--- src/rtl/trace_capture.sv ---
// trace_capture: on-chip trace buffer for the vector processor.
//
// Records {pc, data} once per cycle while capturing and enable is high.
// Entries drain through a valid/ready read port. Supports stop-when-full
// and circular (overwrite-oldest) modes, plus sticky overflow and a
// saturating sample counter.
//
// Ports:
//   clk, rst          clock, synchronous active-high reset
//   enable, pc, data  sample strobe and captured payload
//   arm, stop         start (clears buffer/status) / end capture
//   wrap_mode         0 = stop when full, 1 = circular overwrite
//   rd_ready          consumer accepts the head entry
//   rd_valid          buffer not empty
//   rd_pc, rd_data    head entry (undefined while rd_valid = 0)
//   count             entries held
//   capturing, full   status
//   overflow          sticky: an entry was overwritten in wrap mode
//   samples           accepted samples since last arm, saturating
module trace_capture #(
    parameter int DATA_W = 64,
    parameter int PC_W   = 16,
    parameter int DEPTH  = 16,
    parameter int CNT_W  = 32
) (
    input  logic                       clk,
    input  logic                       rst,
    input  logic                       enable,
    input  logic [PC_W-1:0]            pc,
    input  logic [DATA_W-1:0]          data,
    input  logic                       arm,
    input  logic                       stop,
    input  logic                       wrap_mode,
    input  logic                       rd_ready,
    output logic                       rd_valid,
    output logic [PC_W-1:0]            rd_pc,
    output logic [DATA_W-1:0]          rd_data,
    output logic [$clog2(DEPTH):0]     count,
    output logic                       capturing,
    output logic                       full,
    output logic                       overflow,
    output logic [CNT_W-1:0]           samples
);
    localparam int AW = $clog2(DEPTH);

    localparam logic [1:0] S_IDLE    = 2'd0;
    localparam logic [1:0] S_CAPTURE = 2'd1;
    localparam logic [1:0] S_STOPPED = 2'd2;

    logic [1:0]        state_q, state_d;
    logic [AW-1:0]     head_q, head_d;
    logic [AW-1:0]     tail_q, tail_d;
    logic [AW:0]       count_q, count_d;
    logic              overflow_q, overflow_d;
    logic [CNT_W-1:0]  samples_q, samples_d;

    logic [PC_W-1:0]   pc_mem   [DEPTH];
    logic [DATA_W-1:0] data_mem [DEPTH];

    logic is_full, pop, push;

    assign is_full = (count_q == (AW+1)'(DEPTH));
    assign pop     = (count_q != '0) && rd_ready;
    // A full buffer only accepts a write if it may overwrite (wrap) or a
    // pop frees the head slot in the same cycle. In stop-when-full mode the
    // full case is normally already STOPPED; this also covers wrap_mode
    // being dropped while the buffer sits full.
    assign push    = (state_q == S_CAPTURE) && enable &&
                     (!is_full || wrap_mode || pop);

    always_comb begin
        state_d    = state_q;
        head_d     = head_q;
        tail_d     = tail_q;
        count_d    = count_q;
        overflow_d = overflow_q;
        samples_d  = samples_q;

        if (push) begin
            tail_d = tail_q + AW'(1);
            if (samples_q != '1)
                samples_d = samples_q + CNT_W'(1);
        end

        // Head moves once for a pop, or for an overwrite of the oldest entry;
        // a push+pop on a full buffer reuses the slot the pop just freed.
        if (pop || (push && is_full))
            head_d = head_q + AW'(1);

        if (push && is_full && !pop)
            overflow_d = 1'b1;

        if (push && !pop && !is_full)
            count_d = count_q + (AW+1)'(1);
        else if (pop && !push)
            count_d = count_q - (AW+1)'(1);

        case (state_q)
            S_IDLE, S_STOPPED: begin
                if (arm) begin
                    state_d    = S_CAPTURE;
                    head_d     = '0;
                    tail_d     = '0;
                    count_d    = '0;
                    overflow_d = 1'b0;
                    samples_d  = '0;
                end
            end
            S_CAPTURE: begin
                if (stop)
                    state_d = S_STOPPED;
                else if (!wrap_mode && count_d == (AW+1)'(DEPTH))
                    state_d = S_STOPPED;
            end
            default: state_d = S_IDLE;
        endcase
    end

    always_ff @(posedge clk) begin
        if (rst) begin
            state_q    <= S_IDLE;
            head_q     <= '0;
            tail_q     <= '0;
            count_q    <= '0;
            overflow_q <= 1'b0;
            samples_q  <= '0;
        end else begin
            state_q    <= state_d;
            head_q     <= head_d;
            tail_q     <= tail_d;
            count_q    <= count_d;
            overflow_q <= overflow_d;
            samples_q  <= samples_d;
        end
    end

    // Storage is intentionally not reset.
    always_ff @(posedge clk) begin
        if (push && !rst) begin
            pc_mem[tail_q]   <= pc;
            data_mem[tail_q] <= data;
        end
    end

    assign rd_valid  = (count_q != '0);
    assign rd_pc     = pc_mem[head_q];
    assign rd_data   = data_mem[head_q];
    assign count     = count_q;
    assign capturing = (state_q == S_CAPTURE);
    assign full      = is_full;
    assign overflow  = overflow_q;
    assign samples   = samples_q;
endmodule

--- config.mk ---
export PLATFORM = sky130hd
export DESIGN_NAME = trace_capture
export DESIGN_NICKNAME = d
export VERILOG_FILES = /design/src/rtl/trace_capture.sv
export SDC_FILE = /design/constraint.sdc
export NUM_CORES = 1
export LEC_CHECK = 0
export CORE_MARGIN = 5
export CORE_UTILIZATION = 25
export DETAILED_ROUTE_END_ITERATION = 7
export HOLD_SLACK_MARGIN = 0.02
export MAX_ROUTING_LAYER = met4
export PLACE_DENSITY_LB_ADDON = 0.12
export REMOVE_ABC_BUFFERS = 1
export SLEW_MARGIN = 0
export SYNTH_ARGS = -nofsm -noshare
export SYNTH_HDL_FRONTEND = slang
export SYNTH_SLANG_ARGS = --single-unit
--- constraint.sdc ---
create_clock -name clk -period 10.9 [get_ports clk]
set_clock_uncertainty 0.05 [all_clocks]
set_input_delay 1.635 -clock clk [delete_from_list [all_inputs] [get_ports clk]]
set_output_delay 1.635 -clock clk [all_outputs]
set_load 0.05 [all_outputs]
# Yosys cells after proc, flatten, opt, wreduce, memory -nomap -nowiden
# Memory sizes are Yosys's and may differ from the RTL's. A register that Yosys moved wholly into a read port is not among the register bits.
# Cells that the tools add are included.
# totals
elab_cells	67
mem_count	2
ramBits	1280
input_bits	87
output_inout_bits	121
reg_bits	48
# mem_list
memory	depth	width	read_ports	rd_clocked_by_memory_dff	write_ports	line_no	rtl
data_mem	16	64	1	1	1	58	logic [DATA_W-1:0] data_mem [DEPTH];
pc_mem	16	16	1	1	1	57	logic [PC_W-1:0] pc_mem [DEPTH];
# classes
reduce_logical	22
n_mux	25
n_addsub	5
eq_ne	7
# op_table
op	n
$mux W32	4
$add A32 B1 Y32 const B	1
$mux W4	8
$ne A32 B32 Y1 const B	1
$mux W5	4
$eq A5 B5 Y1 const B	2
$logic_and A1 B1 Y1	10
$add A4 B1 Y4 const B	2
$mux W2	3
$add A5 B1 Y5 const B	1
$logic_not A1 Y1	5
$mux W1	5
$reduce_bool A5 Y1	1
$sub A5 B1 Y5 const B	1
$pmux W2 S2	1
$logic_or A1 B1 Y1	3
$ne A3 B2 Y1 const B	1
$eq A2 B1 Y1 const B	1
$eq A2 B2 Y1 const B	1
$logic_not A2 Y1	1
$ne A2 B2 Y1 const B	1
$reduce_and A2 Y1	1
$reduce_or A2 Y1	1

# Logic depth before layout (Yosys ltp)
# logic_depth
depth_word	14
ltp_mapped	10
depth_no_buf	8

# Worst setup path before layout
# Ideal clock, no wire load.
# synth_path
path_kind	in2reg
start	input port rd_ready
end	memory data_mem[0][0] (enable)
path_buffers	3
t_required_ns	10.135
setup_ns	0.715
stages	7
t_arrival_ns	10.294
slack_ns	-0.159
path_cell_list	clkbuf_1 > nor2_1 > a21oi_1 > buf_2 > buf_1 > nand2_1 > nor4_1
# synth_via
elab_chain_len	6
# synth_rtl
element	line_no	rtl
start: declaration	34	input logic rd_ready,
$logic_and A1 B1 Y1	63	assign pop = (count_q != '0) && rd_ready;
$logic_or A1 B1 Y1	69	(!is_full || wrap_mode || pop);
$logic_and A1 B1 Y1	68	assign push = (state_q == S_CAPTURE) && enable &&
$logic_and A1 B1 Y1	139	if (push && !rst) begin
$mux W1	139	
$mux W1 (not written as such)	141	data_mem[tail_q] <= data;
end: declaration	58	
# No other way between the ends.

==> results.md <==
- Crit-path max FO: 53
- Clock buffer depth: 3
- Die Area: 211,000 um^2
- Commonest non-fill, non-tap cells in the layout: 1,280 x edfxtp_1, 400 x mux4_2, 207 x clkdlybuf4s50_1
- Register area share after synthesis: 0.780
- Startpoint types: flop
- Hold_sp: overflow
- Multi-input logic area: 10,800 um^2
- Share of layout cells above drive strength 1: 0.269
- DR WL/cell: 26.7 um
- # hold bufs at CTS: 0
- Dpl cell area: 56,100 um^2
- Util after Layout: 0.302
- CTS Buf Count: 156
- Minimum clock period: 6.80 ns
- R2R Path End: data_mem[11][17]
- Clk root buf: clkbuf_16
- Clock sink total: around 1,300
- Min-Delay Path Depth: 2
- Via count: 23,400
- Flops & latches, synth: approximately 1,300
- Design Area, Final: 60,900 um^2
- Commonest non-fill, non-tap cell in the layout: edfxtp_1
- Routability cong.: 0.723
- Period utilization: 0.624
- Pwr/cell area: slightly below 200 nW/um^2
- Worst EP arrival: approximately 5.1 ns
- Iter 0 DRT Violations: 1,710
- WS Path Type: flop to primary output
- Post-CTS Resized: 0
- Synthesized area: a little over 50,000 um^2
- Initial antenna violation count: 23
- Fill cells: 19,300
- Post-synth cell types: 54
- Slew headroom: 0.286
- Clk_lat worst skew: 0.78 ns
- Post-route DRC: 0
- Nets: 2,499
- Synthesis-to-layout area growth: 20.6%
- Hold crit path type: flop to flop
- Die H: 460 um
- Slowest stage delay, CP: 0.94 ns
- Async S/R FF share, synth: 0
- FF-to-FF Start: count[0]
- Worst Path Buf+Inv: 3
- Synth warn: 0
- Remaining antenna violation count: 0
- Number of max-cap violations: 0
- Register area: 39,400 um^2
- Reg clk slew, reported paths: 0.06 ns
- Starting density of the core: 0.250
- Min Hold Slack: ~0.44 ns
- # port buffers: 207
- Ranking of synthesized cells by area: edfxtp_1 76%, mux4_2 18%, dfxtp_1 1.9%
- Crit-path cells: buf_4, buf_4, mux4_2, mux4_2, clkdlybuf4s50_1
- Largest net degree at the start of global routing: 117
- Setup tns final: 0 ns
- DPL Wire Length: 66,800 um
- Total GRT Usage: 0.135
- I/O Pins: roughly 210
- Top cell type's share of synthesized area: 0.761
- CTS tree: built
- Vias in the first global route: ~25,000
- Cells after Synth: 2,102
- Vias per cell: about 4.5
- Final WL: roughly 140,000 um
- RSZ-0062 raised after global routing: false
- Avg Inst Size Synth: 24.0 um^2
- Leak: 17.7 nW
- Slowest cell on the critical path: dfxtp_4
- Fmax: 147 MHz
- Fin. Hold Viols: 0
- H-tree levels: 4
- Row count: 165
- Ys flop type: edfxtp_1
- Die W: ~460 um
- Post-CTS Setup Bufs: 0
- Peak VDD IR: 0.156 mV
- Max-slew violation count: 0
- Hold EP: overflow
- R2R Setup Slk: roughly 6.8 ns
- First-pass GRT wire length: 196,000 um
- Number of synthesized flops with an enable pin: 1,280
- Reg2reg path depth: 8
- CP endpoint kind: primary output
- Total grt overflow: 0
- Endpoints failing setup: 0
- Status: completed
- Delay-heaviest family, CP: buffers and inverters
- TritonRoute pass-1 iters: 5
- Area of the core: 202,000 um^2
- WP data required: 9.22 ns
- Leading area contributor after synthesis: edfxtp_1
- Least-Margin Pin Slew: 1.07 ns
-- sequential cells by signal (all words and copies together), names as in the netlist --
signal	count
overflow	1
data_mem	1024
head_q	4
pc_mem	256
tail_q	4
state_q	2
count	5
samples	32
-- logic make-up after synthesis --
family / synth area share
muxes: 0.179
and+or+nand+nor: 0.0197
AOI/OAI and AO/OA: 0.00508
DFF: 0.780
buffers and inverters: 0.00907
adders and majority gates: 0.00223
xor gates and xnor gates: 0.00555
-- layer usage --
| metal | routed length [um] | global-route usage |
|---|---|---|
| met1 | 61000 | 0.172 |
| met2 | 68300 | 0.217 |
| met3 | 7090 | 0.0339 |
| met4 | 2570 | 0.0310 |
| met5 | 0 | - |
-- through the flow --
| stage | setup slack (ns) | total power [mW] | instances |
|---|---|---|---|
| detailed placement | 4.74 | 7.28 | 4917 |
| finish | 4.10 | 12.1 | 5211 |
| global placement | 4.74 | 7.27 | 4917 |
| CTS | 3.85 | 12.3 | 5200 |
| global route | 3.82 | 12.6 | 5211 |
| floorplan | -5.20 | 7.22 | 1997 |
-- power by group --
group / internal, mW / switching, mW
Sequential: 5.61 / 0.0547
Clock: 2.87 / 2.07
Combinational: 0.676 / 0.787
Total: 9.15 / 2.92
-- Yosys cell counts, drive strengths merged, types with 2 or more instances --
library cell / n
inv: 7
or4: 5
nand3b: 2
clkbuf: 68
o211ai: 2
buf: 37
a21oi: 9
nand2: 29
nor4b: 2
dfxtp: 48
nor4: 14
nand2b: 3
nor2: 57
and3: 8
a211oi: 3
and2: 4
o21ai: 7
nand4: 11
nand3: 16
or3: 5
xor2: 7
nor2b: 3
a21o: 3
nor3: 10
nor3b: 3
a31oi: 2
and4: 9
mux4: 400
xnor2: 25
ha: 9
edfxtp: 1280
-- worst reg2reg max path, cell delays in order, from the launching register on --
cell and delay (ns):
dfxtp_1 0.48, inv_1 0.17, ha_1 0.24, and4bb_2 0.31, a21oi_1 0.21, buf_4 0.28, and3_4 0.56, buf_4 0.67
buf_4 0.75
-- worst max path at each step --
stage,startpoint,to,cells past startpoint
after floorplan,head_q[0],rd_data[0],2
after global placement,head_q[1],rd_data[1],5
after detailed placement,head_q[1],rd_data[1],5
after CTS,head_q[1],rd_data[1],5
after global routing,head_q[1],rd_data[1],5
final,head_q[1],rd_data[32],5
-- layout make-up --
type                       count  share of cell area
sequential                  1328               0.647
multi-input combinational    662               0.177
clock buffer                 202              0.0683
tap                         2672              0.0549
timing repair buffer         248              0.0413
clock inverter                81              0.0111
antenna                       11            0.000452
inverter                       7            0.000431
Note: power is estimated with default switching activity, not from simulation.
==> RTL edit (same settings) <==
`PC_W`: 16 -> 32.
--- a/src/rtl/trace_capture.sv
+++ b/src/rtl/trace_capture.sv
@@ -19,7 +19,7 @@
 //   samples           accepted samples since last arm, saturating
 module trace_capture #(
     parameter int DATA_W = 64,
-    parameter int PC_W   = 16,
+    parameter int PC_W   = 32,
     parameter int DEPTH  = 16,
     parameter int CNT_W  = 32
 ) (
Interface: changed (resized pc and rd_pc); port bits go from 208 to 240. No check against the original RTL was run, so the function may have changed too.
==> RTL edit against the unedited design <==
Cell area grew 19%; die area rose by 18%; setup slack improved by 0.061 ns; wire length grew 19%; combinational power is 9% higher; power up 17%; sequential cell count grew 256; sequential share of layout area grew 0.43 points; area after synthesis grew 19%; critical path type unchanged; highest routed layer unchanged.
==> RTL edit: results (changes against the unedited design) <==
commonest cells in the netlist -> edfxtp_1, mux4_2, clkbuf_1
fillers -> 22,960 (+19%)
ranking of synthesized cells by area -> edfxtp_1, mux4_2, dfxtp_1
Seq/Total Area, Yosys -> 78.38% (+0.39 points)
EDFF count, synth -> 1,536 (+20%)
reg-to-reg critical path endpoint -> data_mem[0][29]
WL met3 -> 8713 um (+23%)
fraction of final layout cells sized beyond drive strength 1 -> 27.41% (+0.52 points)
Vias -> 27,330 (+17%)
placed cell area -> 66,580 um^2 (+19%)
M1 WL -> 73,600 um (+21%)
largest net degree at the start of global routing -> 163 (+39%)
compound-gate portion of the synthesized area -> 0.4561% (-0.052 points)
Logic pwr share -> 11.2% (-0.9 points)
R2R cell count -> 9 (+1)
Synth Area in Adders -> 0.1874% (-0.035 points)
first-pass GRT wire length -> 232,800 um (+19%)
Final HPWL DP -> 80,850 um (+21%)
nets@finish -> 2,907 (+16%)
Sw Ratio -> 23.63% (-0.52 points)
clock slew at reported path FFs -> 0.06 ns (about the same)
mux cell area share after synthesis -> 18.04% (+0.19 points)
WHS -> 0.4517 ns (+0.009842 ns)
Clock group -> 5.84 mW (+18%)
R2R Setup Slk -> 6.72 ns (-0.05 ns)
antenna violations before repair -> 36 (+57%)
Final GP Congestion -> 0.7096 (-1.9%)
number of global-route vias before repair -> 29,900 (+18%)
Iter 0 DRT Violations -> 2,136 (+25%)
Least-Margin Pin Slew -> 1.155 ns (+0.08428 ns)
XOR/XNOR share of the synthesized area -> 0.5103% (-0.045 points)
leakage -> 21.02 nW (+18%)
run status -> finished, final reports clean
CP arrival -> 5.05 ns (-0.06 ns)
pre-CTS setup slack -> 4.893 ns (+0.1551 ns)
Routed met2 length -> 80,630 um (+18%)
CTS buffer count -> 182 (+17%)
final WL -> 166,000 um (+19%)
crit path max fanout -> 123 (+130%)
clk buf depth -> 3 (unchanged)
Synth cell types -> 53 (-1.9%)
Buffers on Ports -> 239 (+15%)
maximum VDD drop -> 0.0001381 V (-12%)
All-Layer GR Usage -> 13.54% (+0.064 points)
Worst-Skew Late Latency -> 0.83 ns (+0.05 ns)
==> RTL edit: logic make-up after synthesis <==
family / after synthesis
xor gates and xnor gates: 35
muxes: 483
AOI/OAI and AO/OA: 33
buffers and inverters: 130
DFF: 1584
and+or+nand+nor: 173
adders and majority gates: 9
==> RTL edit: worst max-delay path by stage <==
stage          startpoint         end  slack (ns)  depth (start not counted)
4_1_cts         head_q[1]    rd_pc[6]        3.91                          5
3_3_place_gp    head_q[1]    rd_pc[6]        4.90                          5
2_1_floorplan   head_q[0]  rd_data[0]       -7.87                          2
6_report        head_q[1]    rd_pc[4]        4.16                          5
3_5_place_dp    head_q[1]    rd_pc[6]        4.89                          5
5_1_grt         head_q[0]  rd_data[1]        3.82                          5
==> RTL edit: through the flow <==
stage | instances | power (mW) | utilization, %
finish | 6143 | 14.16 | 30.16
global route | 6142 | 14.74 | 30.16
CTS | 6125 | 14.42 | 30.14
detailed placement | 5796 | 8.492 | 27.76
global placement | 5796 | 8.470 | 27.76
floorplan | 2327 | 8.543 | -
==> RTL edit: layout make-up <==
type | count | area (um^2) | area share (%)
Sequential cell | 1584 | 47100 | 65.12
Tap cell | 3185 | 3985 | 5.509
Clock inverter | 106 | 974.7 | 1.348
Clock buffer | 223 | 4730 | 6.539
Inverter | 10 | 37.54 | 0.05189
Timing Repair Buffer | 284 | 2905 | 4.017
Antenna cell | 18 | 45.04 | 0.06227
Multi-Input combinational cell | 733 | 12550 | 17.36
==> RTL edit: critical path: stages, from the launching register on <==
cell and delay [ns]:
dfxtp_4 0.96, buf_12 0.63, buf_4 0.70, mux4_2 0.43, mux4_2 0.47, clkdlybuf4s50_1 0.82
==> RTL edit: layer usage <==
metal	up-vias	GRT usage [%]
li1	11320	-
met1	15110	17.58
met2	656	21.68
met3	243	3.162
met4	0	3.138
met5	-	-
